File: src/rtl/cpu_ctrl_pkg.sv
// Shared definitions for the RV32I execution controller.
// Holds the run-mode encoding that appears on the controller's `state`
// output and is decoded by the seven-segment driver.
package cpu_ctrl_pkg;

  // Width of the run-mode encoding
  localparam int STATE_W = 2;

  // Run modes as they appear on the controller's `state` output
  typedef enum logic [STATE_W-1:0] {
    ST_HALT  = 2'd0,
    ST_STEP  = 2'd1,
    ST_RUN   = 2'd2,
    ST_BREAK = 2'd3
  } state_t;

endpackage

File: src/rtl/ce_divider.sv
// Modulo-DIV phase counter used to pace slow-run mode.
// Ports:
//   clk   - system clock
//   rst_n - asynchronous active-low reset
//   clr   - synchronous clear; the count restarts at 0 on the next cycle
//   tick  - high while the count is 0, i.e. once every DIV cycles
module ce_divider #(
  parameter int DIV = 50_000_000
) (
  input  logic clk,
  input  logic rst_n,
  input  logic clr,
  output logic tick
);

  localparam int            CW   = (DIV > 2) ? $clog2(DIV) : 1;
  localparam logic [CW-1:0] LAST = CW'(DIV - 1);

  logic [CW-1:0] count;

  // Free-running 0..DIV-1 counter; a clear forces phase 0 so the next cycle
  // produces a tick, which is how a fresh slow-run gets its first pulse
  // immediately instead of waiting out a stale phase.
  always_ff @(posedge clk or negedge rst_n) begin
    if (!rst_n) begin
      count <= '0;
    end else if (clr) begin
      count <= '0;
    end else if (count == LAST) begin
      count <= '0;
    end else begin
      count <= count + CW'(1);
    end
  end

  assign tick = (count == '0);

endmodule

File: src/rtl/cpu_run_ctrl.sv
// Execution controller for the RV32I core: turns debounced button pulses into
// the core clock-enable, with halt / single-step / free-run / slow-run modes,
// one PC breakpoint and a counter of enabled (retired) cycles.
// Ports:
//   clk, rst_n        - system clock, asynchronous active-low reset
//   key_run/step/halt - one-cycle debounced button pulses (halt > step > run)
//   sw_slow           - level; selects slow-run pacing while running
//   bp_en, bp_addr    - breakpoint enable and PC
//   pc                - core's current PC
//   cpu_ce            - core clock-enable
//   state             - current mode (HALT/STEP/RUN/BREAK)
//   bp_hit            - high while stopped at the breakpoint
//   ce_cnt            - number of cycles with cpu_ce high (wraps)
module cpu_run_ctrl
  import cpu_ctrl_pkg::*;
#(
  parameter int SLOW_DIV    = 50_000_000,
  parameter int STEP_CYCLES = 1,
  parameter int CNT_W       = 16
) (
  input  logic               clk,
  input  logic               rst_n,
  input  logic               key_run,
  input  logic               key_step,
  input  logic               key_halt,
  input  logic               sw_slow,
  input  logic               bp_en,
  input  logic [31:0]        bp_addr,
  input  logic [31:0]        pc,
  output logic               cpu_ce,
  output logic [STATE_W-1:0] state,
  output logic               bp_hit,
  output logic [CNT_W-1:0]   ce_cnt
);

  localparam int                STEP_W    = (STEP_CYCLES > 1) ? $clog2(STEP_CYCLES) : 1;
  localparam logic [STEP_W-1:0] STEP_LAST = STEP_W'(STEP_CYCLES - 1);

  state_t              state_q;
  state_t              state_next;
  logic [STEP_W-1:0]   step_cnt;
  logic [STEP_W-1:0]   step_cnt_next;
  logic                skip;
  logic                sw_slow_q;
  logic                ce_q;
  logic                bp_block;
  logic                tick;
  logic                enter_run;
  logic                clr_cnt;
  logic                div_clr;

  // Slow-run phase restarts whenever RUN is (re)entered or the slow switch
  // changes level, so the user always sees a pulse right after the action.
  assign div_clr = enter_run | (sw_slow ^ sw_slow_q);

  ce_divider #(
    .DIV (SLOW_DIV)
  ) u_div (
    .clk   (clk),
    .rst_n (rst_n),
    .clr   (div_clr),
    .tick  (tick)
  );

  // Enable request comes straight from the registered mode, so a reset or a
  // halt removes the enable without waiting for another edge. The breakpoint
  // comparison is combinational so the matching instruction is withheld in
  // the very cycle its PC appears; the skip flag lets the first instruction
  // after (re)entering RUN through even if it sits on the breakpoint.
  always_comb begin
    ce_q          = 1'b0;
    bp_block      = 1'b0;
    state_next    = state_q;
    step_cnt_next = step_cnt;
    enter_run     = 1'b0;
    clr_cnt       = 1'b0;

    case (state_q)
      ST_STEP: ce_q = 1'b1;
      ST_RUN:  ce_q = sw_slow ? tick : 1'b1;
      default: ce_q = 1'b0;
    endcase

    bp_block = bp_en & (pc == bp_addr) & ~skip & (state_q == ST_RUN);

    case (state_q)
      ST_HALT: begin
        if (key_halt) begin
          clr_cnt = 1'b1;
        end else if (key_step) begin
          state_next    = ST_STEP;
          step_cnt_next = '0;
        end else if (key_run) begin
          state_next = ST_RUN;
          enter_run  = 1'b1;
        end
      end
      ST_STEP: begin
        if (key_halt || step_cnt == STEP_LAST) begin
          state_next    = ST_HALT;
          step_cnt_next = '0;
        end else begin
          step_cnt_next = step_cnt + STEP_W'(1);
        end
      end
      ST_RUN: begin
        if (key_halt) begin
          state_next = ST_HALT;
        end else if (bp_block && ce_q) begin
          state_next = ST_BREAK;
        end
      end
      ST_BREAK: begin
        if (key_halt) begin
          state_next = ST_HALT;
        end else if (key_step) begin
          state_next    = ST_STEP;
          step_cnt_next = '0;
        end else if (key_run) begin
          state_next = ST_RUN;
          enter_run  = 1'b1;
        end
      end
      default: state_next = ST_HALT;
    endcase
  end

  // Mode, step progress, breakpoint skip and the retired-cycle counter.
  // Skip is armed on every RUN entry and consumed by the first enabled cycle.
  always_ff @(posedge clk or negedge rst_n) begin
    if (!rst_n) begin
      state_q   <= ST_HALT;
      step_cnt  <= '0;
      skip      <= 1'b0;
      sw_slow_q <= 1'b0;
      ce_cnt    <= '0;
    end else begin
      state_q   <= state_next;
      step_cnt  <= step_cnt_next;
      sw_slow_q <= sw_slow;
      if (enter_run) begin
        skip <= 1'b1;
      end else if (cpu_ce) begin
        skip <= 1'b0;
      end
      if (clr_cnt) begin
        ce_cnt <= '0;
      end else if (cpu_ce) begin
        ce_cnt <= ce_cnt + CNT_W'(1);
      end
    end
  end

  assign cpu_ce = ce_q & ~bp_block;
  assign state  = state_q;
  assign bp_hit = (state_q == ST_BREAK);

endmodule

File: config.mk
export PLATFORM = sky130hd
export DESIGN_NAME = cpu_run_ctrl
export DESIGN_NICKNAME = d
export VERILOG_FILES = /design/src/rtl/cpu_ctrl_pkg.sv /design/src/rtl/ce_divider.sv /design/src/rtl/cpu_run_ctrl.sv
export SDC_FILE = /design/constraint.sdc
export NUM_CORES = 1
export LEC_CHECK = 0
export BUFFER_PORTS_ARGS = -buffer_cell sky130_fd_sc_hd__buf_2
export CAP_MARGIN = 15
export CORE_ASPECT_RATIO = 0.75
export CORE_MARGIN = 2
export CORE_UTILIZATION = 45
export DETAILED_ROUTE_END_ITERATION = 12
export PLACE_DENSITY = 0.71
export SYNTH_ARGS = -nofsm -noshare
export SYNTH_HDL_FRONTEND = slang
export SYNTH_HIERARCHICAL = 1
export SYNTH_SLANG_ARGS = --single-unit
export TNS_END_PERCENT = 10
File: constraint.sdc
create_clock -name clk -period 3.2 [get_ports clk]
set_input_delay 0.16 -clock clk [delete_from_list [all_inputs] [get_ports clk]]
set_output_delay 0.16 -clock clk [all_outputs]
set_load 0.05 [all_outputs]
# Word level (Yosys, flattened, before mapping)
# Cells that the tools add are included.
# classes
muxes	26
reduce_logical	10
n_addsub	3
n_bitwise	9
n_eq_ne	10
# ops
cell	count
$mux W26	2
$eq A32 B32 Y1	1
$mux W16	2
$add A26 B1 Y26 const B	1
$eq A26 B26 Y1 const B	1
$logic_not A26 Y1	1
$add A16 B1 Y16 const B	1
$mux W2	7
$mux W1	12
$pmux W2 S4	1
$ne A2 B2 Y1 const B	3
$reduce_and A3 Y1	2
$reduce_bool A2 Y1	3
$and A1 B1 Y1	4
$eq A2 B2 Y1 const B	2
$pmux W1 S2	2
$ne A3 B2 Y1 const B	1
$not A1 Y1	3
$eq A2 B1 Y1 const B	1
$logic_not A2 Y1	1
$ne A2 B1 Y1 const B	1
$reduce_or A2 Y1	1
$add A1 B1 Y1 const B	1
$logic_and A1 B1 Y1	1
3 further kinds	3
# totals
output_inout_bits	20
word_cells	64
in_bits	71
regBits	47

# Longest topological paths before layout
# logic_depth
depth_word	8
depth_mapped	12
ltp_nobuf	11

# Cells and area by module
# The synthesis kept the hierarchy.
# by_module_without_submodules
mod	n_inst	cells_per_inst	area_per_inst_um2
cpu_run_ctrl	1	180	1609.0
ce_divider	1	151	1385.1

# Worst setup path before layout
# No wires, ideal clock.
# synth_timing
path_type	register to register
from	reg state_q[0] (netlist: state[0])
to	reg ce_cnt[3]
setup_slack_ns	0.652
path_stages_with_launch	10
arrival_ns	2.428
n_path_buf	1
setup_ns	0.120
required_ns	3.080
path_cell_list	dfrtp_1 inv_1 ha_1 nand3b_1 nor2_1 or4b_1 o31ai_4 inv_2 buf_6 a31o_1
# synth_via
elab_chain_len	5
elab_cells_between_ends	10
# synth_lines
item	line_no	rtl
from (decl)	cpu_run_ctrl.sv:39	state_t state_q;
from (signal assigned)	cpu_run_ctrl.sv:138	state_q <= state_next;
$eq A2 B2 Y1	cpu_run_ctrl.sv:78, cpu_run_ctrl.sv:84	
$and A1 B1 Y1	cpu_run_ctrl.sv:84	bp_block = bp_en & (pc == bp_addr) & ~skip & (state_q == ST_RUN);
$not A1 Y1	cpu_run_ctrl.sv:154	assign cpu_ce = ce_q & ~bp_block;
$and A1 B1 Y1 *	cpu_run_ctrl.sv:154	
via cpu_ce	cpu_run_ctrl.sv:30	output logic cpu_ce,
$reduce_bool A2 Y1 (no source line) *	-	
to (signal assigned)	cpu_run_ctrl.sv:149	ce_cnt <= ce_cnt + CNT_W'(1);
to (decl)	cpu_run_ctrl.sv:33	output logic [CNT_W-1:0] ce_cnt
# Mark *: on every way through the listed nets, which the timed path passes. The rest lies on a longest branch.
# A chain may end at the register's enable or synchronous reset.

# Final worst setup path
# layout_timing
from	reg u_div.count[8]
to	out cpu_ce
# layout_via
elab_chain_len	4
# layout_lines
item	line_no	rtl
from (decl)	ce_divider.sv:19	logic [CW-1:0] count;
from (signal assigned)	ce_divider.sv:32	count <= count + CW'(1);
$logic_not A26 Y1	ce_divider.sv:36	assign tick = (count == '0);
via tick	cpu_run_ctrl.sv:47	logic tick;
$mux W1	cpu_run_ctrl.sv:80	ST_RUN: ce_q = sw_slow ? tick : 1'b1;
$pmux W1 S2	cpu_run_ctrl.sv:78	case (state_q)
$and A1 B1 Y1	cpu_run_ctrl.sv:154	
to (decl)	cpu_run_ctrl.sv:30	
# The timed path passes the listed nets, and every way through them passes these cells.

==> out/metrics.cfg <==
[setup_path]
critPathRequiredTime_ns = 3.04
arrival_ns = 2.87
cp_max_fo = 15
worstSetupPathType = flip-flop to output pin
worstSetupEndpointType = output pin
start_kind = flip-flop
reg2regPathDepth = 9

[power_and_ir_drop]
cellInternalPower_mw = 1.02
netSwitchingFraction = 0.390
pwr-share-comb = 0.374
pwr-share-seq = 0.406
vdd_drop_max_uv = 228
power_density_nw_per_um2 = 454
power_switching_mw = 0.650
p_leak_nw = 1.59
clkPwrFrac = 0.219

[synthesis]
ys.flop_type = dfrtp_1
yosys-top-cells-area = dfrtp_1 39%, xnor2_1 12%, a21oi_1 4.5%
synth_top_area_frac = 0.393
synth_area_um2 = 2990
async_flop_share = 1.00
synth_top_area_cell = dfrtp_1
yosys_register_bits = 47
yosysWarnings = 6
synthCells = 331
synth_cell_types = 46
synth.avg_cell_area_um2 = 9.05
synth_nets = 410
yosysSeqAreaShare = 0.393
synth-edff-count = 0

[clocking]
path_clk_slew_ns = 0.09
cts_tree = built
cts-root-buf = clkbuf_8
cts_max_path_buffers = 2
clock_latency_ns = 0.31
numClockSinks = 47
h-tree-depth = 2
cts_made_buffers = 5

[placed_design]
gp_congestion = 0.833
place_ws_ns = 0.316
placed_cell_area_um2 = 3500
post-dp-hpwl_um = 5460
portBuffers = 90

[route]
drc = 0
final_antenna_net_count = 0
drtPass1Iterations = 4
vias = 2836
finalWirelength_um = 7220
via_per_inst = 5.56
wl_per_cell_um = 14.2
drt_iter0_drc = 159

[grt]
overflow = 0
antenna_found_initial = 0
grt_pass1_vias = 2447
grt_use_total = 0.194
grt_first_pass_wirelength_um = 11400
grt_max_degree = 48

[timing]
hold_viol_final = 0
period_minus_slack_ns = 3.03
tightest_slew_ns = 0.756
worst_slack_ns = 0.166
tns_ns = 0
finalMaxSlewViolations = 0
max_freq_mhz = 330
grt_setup_unrepaired = false
skew_ns = 0.00820
setup_viol_count_final = 0
maxSlewHeadroom = 0.496
finalCritPeriodShare = 0.948

[min_path]
hold_class = input port to flip-flop
whs_path_depth = 2

[final_layout]
fin_area_um2 = 3670
fin_nets = 507
area_growth_pct = 22.4
diodes = 0
nFillCells = 605
drive_above_1_share = 0.256

[die]
coreArea_um2 = 6380
initial_utilization = 0.469
die-height_um = 74.6
io_pins = 91
die_area_um2 = 7330
fp-row-count = 25
fp.dieW_um = 98.2

[run_status]
outcome = completed

[run]
drv_cap = 0

[per-layer routing]
layer	vias to the layer above	share of wire	GRT usage
li1	1405	-	-
met1	1315	0.46	0.266
met2	108	0.46	0.313
met3	8	0.071	0.0418
met4	0	0.012	0.0624
met5	-	0	0
[Yosys cell counts, types with 2 or more instances]
cell       n
dfrtp_1   47
xnor2_1   42
a21oi_1   27
nor2_1    26
nand2_1   25
nand4_1   21
nand3_1   14
inv_1     13
or3_1     10
or4_1     10
o21ai_0    9
ha_1       8
nor4_1     7
nor3_1     6
o21ai_1    6
o31ai_1    6
and3_1     5
xor2_1     4
and2_1     3
and4_1     3
buf_2      3
clkbuf_1   3
nand3b_1   3
o41ai_1    3
buf_6      2
mux2i_1    2
nand2b_1   2
nand4b_1   2
or4b_1     2
[power groups by stage]
stage / logic (mW) / registers [mW] / clock network (mW)
after detailed placement: 0.576 / 0.689 / 0
after CTS: 0.579 / 0.677 / 0.378
final: 0.623 / 0.677 / 0.365
after global placement: 0.570 / 0.684 / 0
after floorplan: 0.363 / 0.753 / 0
after global routing: 0.684 / 0.685 / 0.399
[through the flow]
step / utilization / total power, mW / hold WS, ns / cells
CTS: 0.565 / 1.63 / 0.0893 / 504
detailed placement: 0.549 / 1.27 / 0.308 / 495
global placement: 0.549 / 1.25 / 0.307 / 495
finish: 0.575 / 1.67 / 0.125 / 510
floorplan: - / 1.12 / -0.136 / 331
global route: 0.575 / 1.77 / 0.135 / 510
[worst max-delay path: stages, from the launching register on]
cell and delay [ns]:
dfrtp_1 0.43, or4_1 0.58, nor4_1 0.35, nand2b_1 0.16, a21oi_1 0.06, nor2b_1 0.24, o31ai_4 0.18, inv_2 0.27
clkbuf_4 0.30
[flip-flops by register name (all words and copies together), names as in the netlist]
register     cells
u_div/count     26
step_cnt         1
state            2
sw_slow_q        1
ce_cnt          16
skip             1
[timing repair]
item / CTS / global route
hold endpoints to repair: 1 / 14
buffers inserted: 0 / 4
gates resized for setup: 0 / 1
endpoints found under the setup margin: 0 / 1
hold buffers: 1 / 1
[placed cells by master (no fill, tap or decap), types with 6 or more instances in the layout]
master / Yosys / routed
a21oi_1: 27 / 27
buf_2: 3 / 89
dfrtp_1: 47 / 47
ha_1: 8 / 8
inv_1: 13 / 13
nand2_1: 25 / 25
nand3_1: 14 / 14
nand4_1: 21 / 21
nor2_1: 26 / 26
nor3_1: 6 / 6
nor4_1: 7 / 7
o21ai_0: 9 / 9
o21ai_1: 6 / 6
o31ai_1: 6 / 6
or3_1: 10 / 10
or4_1: 10 / 10
xnor2_1: 42 / 42
[area by class of cell]
class / instances / area (um2) / area share
tap: 81 / 101 / 0.0276
timing repair buffer: 98 / 531 / 0.145
clock inverter: 3 / 20.0 / 0.00546
clock buffer: 5 / 68.8 / 0.0188
inverter: 14 / 52.6 / 0.0143
sequential: 47 / 1180 / 0.321
multi-input combinational: 262 / 1720 / 0.468
[cells by family after synthesis]
kind of cell             count (synthesis)  share of synthesized area
XOR/XNOR                                47                      0.140
AND/OR/NAND/NOR                        143                      0.264
buffers and inverters                   22                     0.0338
adder cells (fa/ha/maj)                  8                     0.0334
AO/OA/AOI/OAI                           61                      0.126
flip-flops                              47                      0.393
multiplexers                             3                     0.0104
[path summary, 6_finish.rpt]
check | startpoint | end | slack (ns)
min | key_step | skip | 0.12
max | u_div/count[8] | cpu_ce | 0.17
max reg2reg | u_div/count[8] | ce_cnt[8] | 0.29
max in group asynchronous | rst_n | u_div/count[22] | 2.39
min in group asynchronous | rst_n | state[1] | 0.31
min reg2reg | step_cnt | step_cnt | 0.51
Power figures use the tool's default switching activity.
